--- src/rtl/dff_bank_arbiter.sv ---
// Shared DEPTH x WIDTH register bank written by NREQ requesters through a
// round-robin arbiter, with a sequenced one-entry-per-cycle clear engine.
module dff_bank_arbiter #(
    parameter int NREQ  = 4,
    parameter int WIDTH = 8,
    parameter int DEPTH = 4,
    parameter int AW    = 2
) (
    input  logic                  clk,
    input  logic                  clr,
    input  logic [NREQ-1:0]       req,
    input  logic [NREQ*AW-1:0]    wr_addr,
    input  logic [NREQ*WIDTH-1:0] wr_data,
    output logic [NREQ-1:0]       gnt,
    input  logic                  clr_start,
    output logic                  clr_busy,
    input  logic [AW-1:0]         rd_addr,
    output logic [WIDTH-1:0]      rd_data
);
    localparam int PW = (NREQ > 1) ? $clog2(NREQ) : 1;

    typedef enum logic {ARB, CLEAR} state_t;

    state_t           state, state_nxt;
    logic [PW-1:0]    rr_ptr, rr_ptr_nxt;
    logic [AW-1:0]    cnt, cnt_nxt;
    logic [NREQ-1:0]  gnt_nxt;
    logic [PW-1:0]    win;
    logic             wr_en;
    logic [AW-1:0]    wr_idx;
    logic [WIDTH-1:0] wr_val;
    logic [AW-1:0]    addr_a [NREQ];
    logic [WIDTH-1:0] data_a [NREQ];
    logic [WIDTH-1:0] bank   [DEPTH];

    // Winner is the set requester at the smallest rotational distance from ptr.
    function automatic logic [PW-1:0] rr_pick(input logic [NREQ-1:0] r,
                                              input logic [PW-1:0]   ptr);
        logic [PW-1:0] w;
        int            best;
        int            d;
        w    = '0;
        best = NREQ;
        for (int i = 0; i < NREQ; i++) begin
            d = (i + NREQ - int'(ptr)) % NREQ;
            if (r[i] && d < best) begin
                best = d;
                w    = PW'(i);
            end
        end
        return w;
    endfunction

    always_comb begin
        for (int i = 0; i < NREQ; i++) begin
            addr_a[i] = wr_addr[i*AW +: AW];
            data_a[i] = wr_data[i*WIDTH +: WIDTH];
        end
    end

    assign win = rr_pick(req, rr_ptr);

    always_comb begin
        state_nxt  = state;
        rr_ptr_nxt = rr_ptr;
        cnt_nxt    = cnt;
        gnt_nxt    = '0;
        wr_en      = 1'b0;
        wr_idx     = addr_a[win];
        wr_val     = data_a[win];
        if (state == ARB) begin
            // A clear command pre-empts any write requested in the same cycle.
            if (clr_start) begin
                state_nxt = CLEAR;
                cnt_nxt   = '0;
            end else if (|req) begin
                wr_en      = 1'b1;
                gnt_nxt    = NREQ'(1) << win;
                rr_ptr_nxt = (win == PW'(NREQ-1)) ? '0 : win + 1'b1;
            end
        end else begin
            wr_en   = 1'b1;
            wr_idx  = cnt;
            wr_val  = '0;
            cnt_nxt = cnt + 1'b1;
            if (cnt == AW'(DEPTH-1)) begin
                state_nxt = ARB;
            end
        end
    end

    always_ff @(posedge clk or negedge clr) begin
        if (!clr) begin
            state  <= ARB;
            rr_ptr <= '0;
            cnt    <= '0;
            gnt    <= '0;
        end else begin
            state  <= state_nxt;
            rr_ptr <= rr_ptr_nxt;
            cnt    <= cnt_nxt;
            gnt    <= gnt_nxt;
        end
    end

    always_ff @(posedge clk or negedge clr) begin
        if (!clr) begin
            for (int i = 0; i < DEPTH; i++) begin
                bank[i] <= '0;
            end
        end else if (wr_en) begin
            bank[wr_idx] <= wr_val;
        end
    end

    assign clr_busy = (state == CLEAR);
    assign rd_data  = bank[rd_addr];

endmodule

--- config.mk ---
export PLATFORM = sky130hd
export DESIGN_NAME = dff_bank_arbiter
export DESIGN_NICKNAME = d
export VERILOG_FILES = /design/src/rtl/dff_bank_arbiter.sv
export SDC_FILE = /design/constraint.sdc
export NUM_CORES = 1
export LEC_CHECK = 0
export CELL_PAD_IN_SITES_DETAIL_PLACEMENT = 1
export CELL_PAD_IN_SITES_GLOBAL_PLACEMENT = 1
export CORE_UTILIZATION = 41
export DETAILED_ROUTE_END_ITERATION = 10
export PLACE_DENSITY_LB_ADDON = 0.1
export SLEW_MARGIN = 20
export SYNTH_ARGS = -nofsm -noshare
export SYNTH_HDL_FRONTEND = slang
export SYNTH_SLANG_ARGS = --single-unit
--- constraint.sdc ---
create_clock -name clk -period 5.1 [get_ports clk]
set_input_delay 0.51 -clock clk [delete_from_list [all_inputs] [get_ports clk]]
set_output_delay 0.51 -clock clk [all_outputs]
set_load 0.01 [all_outputs]
After elaboration in Yosys (flattened, before gate mapping)
Index checks and enable logic that the tools add are counted.

word-level totals
  latch bits = 0
  bits in writable memories = 0
  input port bits = 49
  register bits = 41
  output and inout bits = 13
  logic and storage cells = 78
  memories = 0
  memory bits (read-only) = 0

cells by class
  shift-type cells = 1
  divide/modulo/power cells = 0
  $mul = 0
  reduce and logical (&&, ||, !) cells = 12
  order comparisons = 8
  add/subtract/negate cells = 6
  bitwise operators = 9
  equal/unequal tests = 2
  mux-type cells = 32

operator list
  operator               number
  $lt A3 B32 Y1          3
  $mux W32               3
  $mux W8                6
  $bmux W8 S2            2
  $bwmux W32             1
  $demux W8 S2           1
  $mux W2                8
  $sub A3 B2 Y4 const A  4
  $mux W4                3
  $ge A3 B3 Y1 const B   3
  $not A2 Y3             3
  $reduce_or A2 Y1       4
  $mux W1                7
  $logic_and A1 B1 Y1    5
  $add A2 B1 Y2 const B  2
  $and A1 B1 Y1          4
  $bmux W2 S2            1
  $eq A2 B2 Y1 const B   2
  $lt A3 B4 Y1 const B   1
  $reduce_or A4 Y1       1
  $shl A1 B2 Y4 const A  1
  $lt A3 B1 Y1 const B   1
  $reduce_and A3 Y1      1
  $not A1 Y1             2
  $reduce_bool A2 Y1     1

Logic depth before layout (Yosys ltp)
Gate-level depths: netlist (run 1).

  word-level depth = 26
  gate-level depth with buffers = 18
  gate-level depth less buffers = 17

Worst setup path after synthesis (run 1)
Ideal clock, no wire load.

  path type = input -> register
  start = input port req[0]
  end = register bank[27] (netlist name)
  path slack = 1.520 ns
  arrival time = 3.453 ns
  required time = 4.972 ns
  buffers on the path = 3
  library setup time = 0.128 ns
  cell stages on the path = 18
  path through = buf_6 -> mux2i_1 -> a32oi_1 -> ha_1 -> o22ai_1 -> o21ai_2 -> nand2_1 -> o21ai_0 -> ha_1 -> nor2_1 -> nor2_1 -> nor2_1 -> or2_4 -> buf_4 -> nor3b_1 -> o21ba_1 -> buf_4 -> mux2_1

between the ends
  longest elaborated chain between the ends = 22
  elaborated cells on any way between the ends = 33
  those cells by class = order compare: 5; mux: 20; bitwise: 2; reduce/logical: 6

ends and longest elaborated chain
  what                                                                       line  source
  start: declaration                                                         11    input logic [NREQ-1:0] req,
  $logic_and A1 B1 Y1                                                        46    if (r[i] && d < best) begin
  $mux W32                                                                   46
  $lt A3 B32 Y1                                                              46
  $logic_and A1 B1 Y1                                                        46
  $mux W32                                                                   46
  $lt A3 B32 Y1                                                              46
  $logic_and A1 B1 Y1                                                        46
  $mux W32                                                                   46
  [... 5 more ...]                                                           -
  $mux W2 (not written as such) (2 in a row)                                 69    wr_idx = addr_a[win];
  $mux W2                                                                    71    if (state == ARB) begin
  $not A2 Y3 (not written as such)                                           112   bank[wr_idx] <= wr_val;
  $ge A3 B3 Y1 (not written as such) / $lt A3 B1 Y1 (equally long branches)  112
  $logic_and A1 B1 Y1 (not written as such)                                  112
  $mux W8 (not written as such)                                              112
  $demux W8 S2                                                               112
  $bwmux W32                                                                 112
  end signal: indexed assignment                                             112
  end: declaration                                                           34    logic [WIDTH-1:0] bank [DEPTH];

Parallel ways exist; a longest one is shown, timed or not. The select of a mux whose other input is x is not followed.
A chain may end at the register's enable or synchronous reset.

Worst setup path after layout (run 1)
  start = input port req[0]
  end = register bank[0] (netlist name)

Same word-level chain as after synthesis.

==> results of run 1 <==
## worst reg2reg max path: cells and delay by family, from the launching register on
kind | cells | cell delay (ns)
compound gates | 6 | 1.02
fa+ha+maj | 2 | 0.57
buf+inv | 1 | 0.22
flops | 1 | 0.55
mux | 2 | 0.48
simple gates | 5 | 0.98
## stage by stage
stage | std cells | worst slack, ns
final | 336 | 0.681
after floorplan | 205 | 1.52
after global placement | 329 | 0.529
after CTS | 336 | 0.697
after detailed placement | 329 | 0.404
after global routing | 336 | 0.352
## how the worst min path moves through the flow
stage                            endpoint  cells past startpoint            startpoint
floorplan             bank[0]$_DFFE_PN0P_                      0                   clr
global placement     bank[31]$_DFFE_PN0P_                      1  bank[31]$_DFFE_PN0P_
detailed placement   bank[28]$_DFFE_PN0P_                      1  bank[28]$_DFFE_PN0P_
CTS                    cnt[0]$_DFFE_PN0P_                      1                   clr
global route         bank[13]$_DFFE_PN0P_                      1                   clr
finish              rr_ptr[1]$_DFFE_PN0P_                      1                   clr
## layout by cell type (no fill, tap or decap), types with 2 or more instances in the layout
master           instances
o21ai_2                  3
nand2b_1                 3
a21oi_1                 10
clkbuf_8                 5
nor2_1                  18
inv_1                    6
mux2_1                  18
clkdlybuf4s50_1         60
o31ai_1                 10
nand2_1                  9
buf_4                    3
o21ai_0                  3
mux4_2                   8
o221ai_1                 8
and2_1                   4
dfrtp_1                 41
inv_2                    2
nor3_1                   4
mux2_2                  13
mux2_4                   2
or3_1                    2
ha_1                     7
## layer usage
metal / global-route usage / vias to the layer above
met5: 0 / -
met4: 0.0327 / 0
met3: 0.0356 / 5
met2: 0.361 / 44
met1: 0.308 / 934
li1: - / 881
## report_power, final
| group | internal (mW) | switching, mW |
|---|---|---|
| clock network | 0.142 | 0.107 |
| registers | 0.407 | 0.0734 |
| logic | 0.420 | 0.522 |
| total | 0.970 | 0.703 |
## final cells by class
class / instances / area [µm²] / share of cell area
Inverter: 8 / 30.0 / 0.00943
Multi-Input combinational cell: 144 / 1310 / 0.410
Clock buffer: 5 / 68.8 / 0.0216
Clock inverter: 2 / 35.0 / 0.0110
Sequential cell: 41 / 1030 / 0.322
Timing Repair Buffer: 64 / 628 / 0.197
Tap cell: 72 / 90.1 / 0.0283
## flip-flops by register name, indices dropped and copies added (netlist names)
| name | flops |
|---|---|
| rr_ptr | 2 |
| bank | 32 |
| gnt | 4 |
| clr_busy | 1 |
| cnt | 2 |
## cells by family after synthesis
group / after synthesis / share of synthesized area
compound gates: 48 / 0.173
xor+xnor: 1 / 0.00359
fa+ha+maj: 7 / 0.0359
buf+inv: 20 / 0.0441
flops: 41 / 0.420
mux: 42 / 0.233
simple gates: 46 / 0.0902
==> out/metrics.csv, run 1 <==
metric;value;unit
yosysTopAreaCell;dfrtp_1;
netlist.area_leader.share;0.420;
via_per_inst;5.55;
initial_core_util;0.435;
skew;0.00895;ns
drt-met1-wl;3020;µm
grt_pass1_vias;1965;
slowest_delay;0.73;ns
hold_path.class;input pin to async pin;
yosysMostFrequentCell;dfrtp_1;
crit_path_start;req[0];
p_leak;1.39;nW
antenna_found_initial;0;
grt_max_degree;42;
total_power;1.67;mW
worst-path-stages;17;
synth_area_leaders;dfrtp_1 (42%), mux2_1 (8.3%), mux4_2 (7.4%), mux2_2 (6.0%), ha_1 (3.6%);
synth_nets;261;
cp_slowest_cell;clkdlybuf4s50_1;
setup_viol_count_final;0;
gr-total-overflow;0;
crit_end;bank[0]$_DFFE_PN0P_;
irDropWorstVdd;0.273;mV
dr_wl_met2;2920;µm
route.vias.total;1864;
seq_area_frac_synth;0.420;
fin_tns_setup;0;ns
cp-start-kind;input pin;
p_per_area;525;nW/µm²
rsz0062_at_grt;false;
ys_ff_latch;41;
h-tree-depth;2;
first_iter_violations;70;
die-width;79.2;µm
grt_pass1_wl;10400;µm
status;finished clean;
syn_area_per_cell;11.9;µm²
final_max_slew_viol_count;0;
fillers;627;
synthCells;205;
maxCapViolCount;0;
first_pass_iters;4;
clockBufferDepth;2;
grt.total_usage;0.219;
ys_types;46;
cts_tree;built;
fp.dieH;79.2;µm
period_share;0.867;
max_slew_margin;0.389;
cts-resized-gates;0;
cts_sinks;41;
synth_warnings;0;
drive_gt1_frac;0.178;
r2r_end;bank[0]$_DFFE_PN0P_;
netlist_area;2440;µm²
ctsHoldBuffers;0;
io_buffer_count;61;
cp_max_fo;11;
clk_pin_slew;0.07;ns
diodes;0;
crit_path_frequent_cell;nor2_1;
r2r_start;rr_ptr[0]$_DFFE_PN0P_;
tightest_slew;0.917;ns
cp_num_buf_inv;2;
cts_root_buffer;clkbuf_8;
fin_nets;320;
stdcell_area;3190;µm²
crit_type;input pin to register;
coreArea;5610;µm²
row_count;27;
synth_flop_cell;dfrtp_1;
cts_buffers;5;
postSynth.asyncResetShare;1.00;
reg2regPathDepth;16;
dieArea;6270;µm²
critical_path_arrival;4.59;ns
wl_per_cell;18.5;µm
regToRegSetupSlack;1.16;ns
timing.final.crit_period;4.42;ns
area_growth;30.5;%
path_delay_family;simple AND/OR/NAND/NOR gates;
path_cells;clkdlybuf4s50_1 -> mux2i_1 -> a32oi_1 -> ha_1 -> o22ai_1 -> o21ai_2 -> nand2_1 -> o21ai_0 -> ha_1 -> nor2_1 -> nor2_1 -> nor2_1 -> or3_1 -> inv_2 -> o221ai_1 -> o31ai_1 -> mux2_1;
drc_errors;0;
dr.max_layer_used;met4;
clkLatencyLatePin;0.29;ns
placed_area;3080;µm²
finalHoldViolCount;0;
gp_congestion;0.766;
ant_nets;0;
hpwlAfterDp;4730;µm
fin_hold_ws;0.360;ns
cp-end-kind;register;
required;5.27;ns
synthTopCellsByCount;dfrtp_1 (41), mux2_1 (18), nor2_1 (18), mux2_2 (13);
max_freq;226;MHz
routed_wl;6210;µm
ios;62;
wl_met3;230;µm
synth-edff-count;0;
post-route-util;0.568;
cts_setup_buffers;0;
No activity file was read; power rests on OpenSTA's default activity.
==> run 2: changes to the inputs <==
- CTS_CLUSTER_DIAMETER: default -> 150
==> results of run 2 <==
Final layout, timing and power as in run 1 (identical DEF).
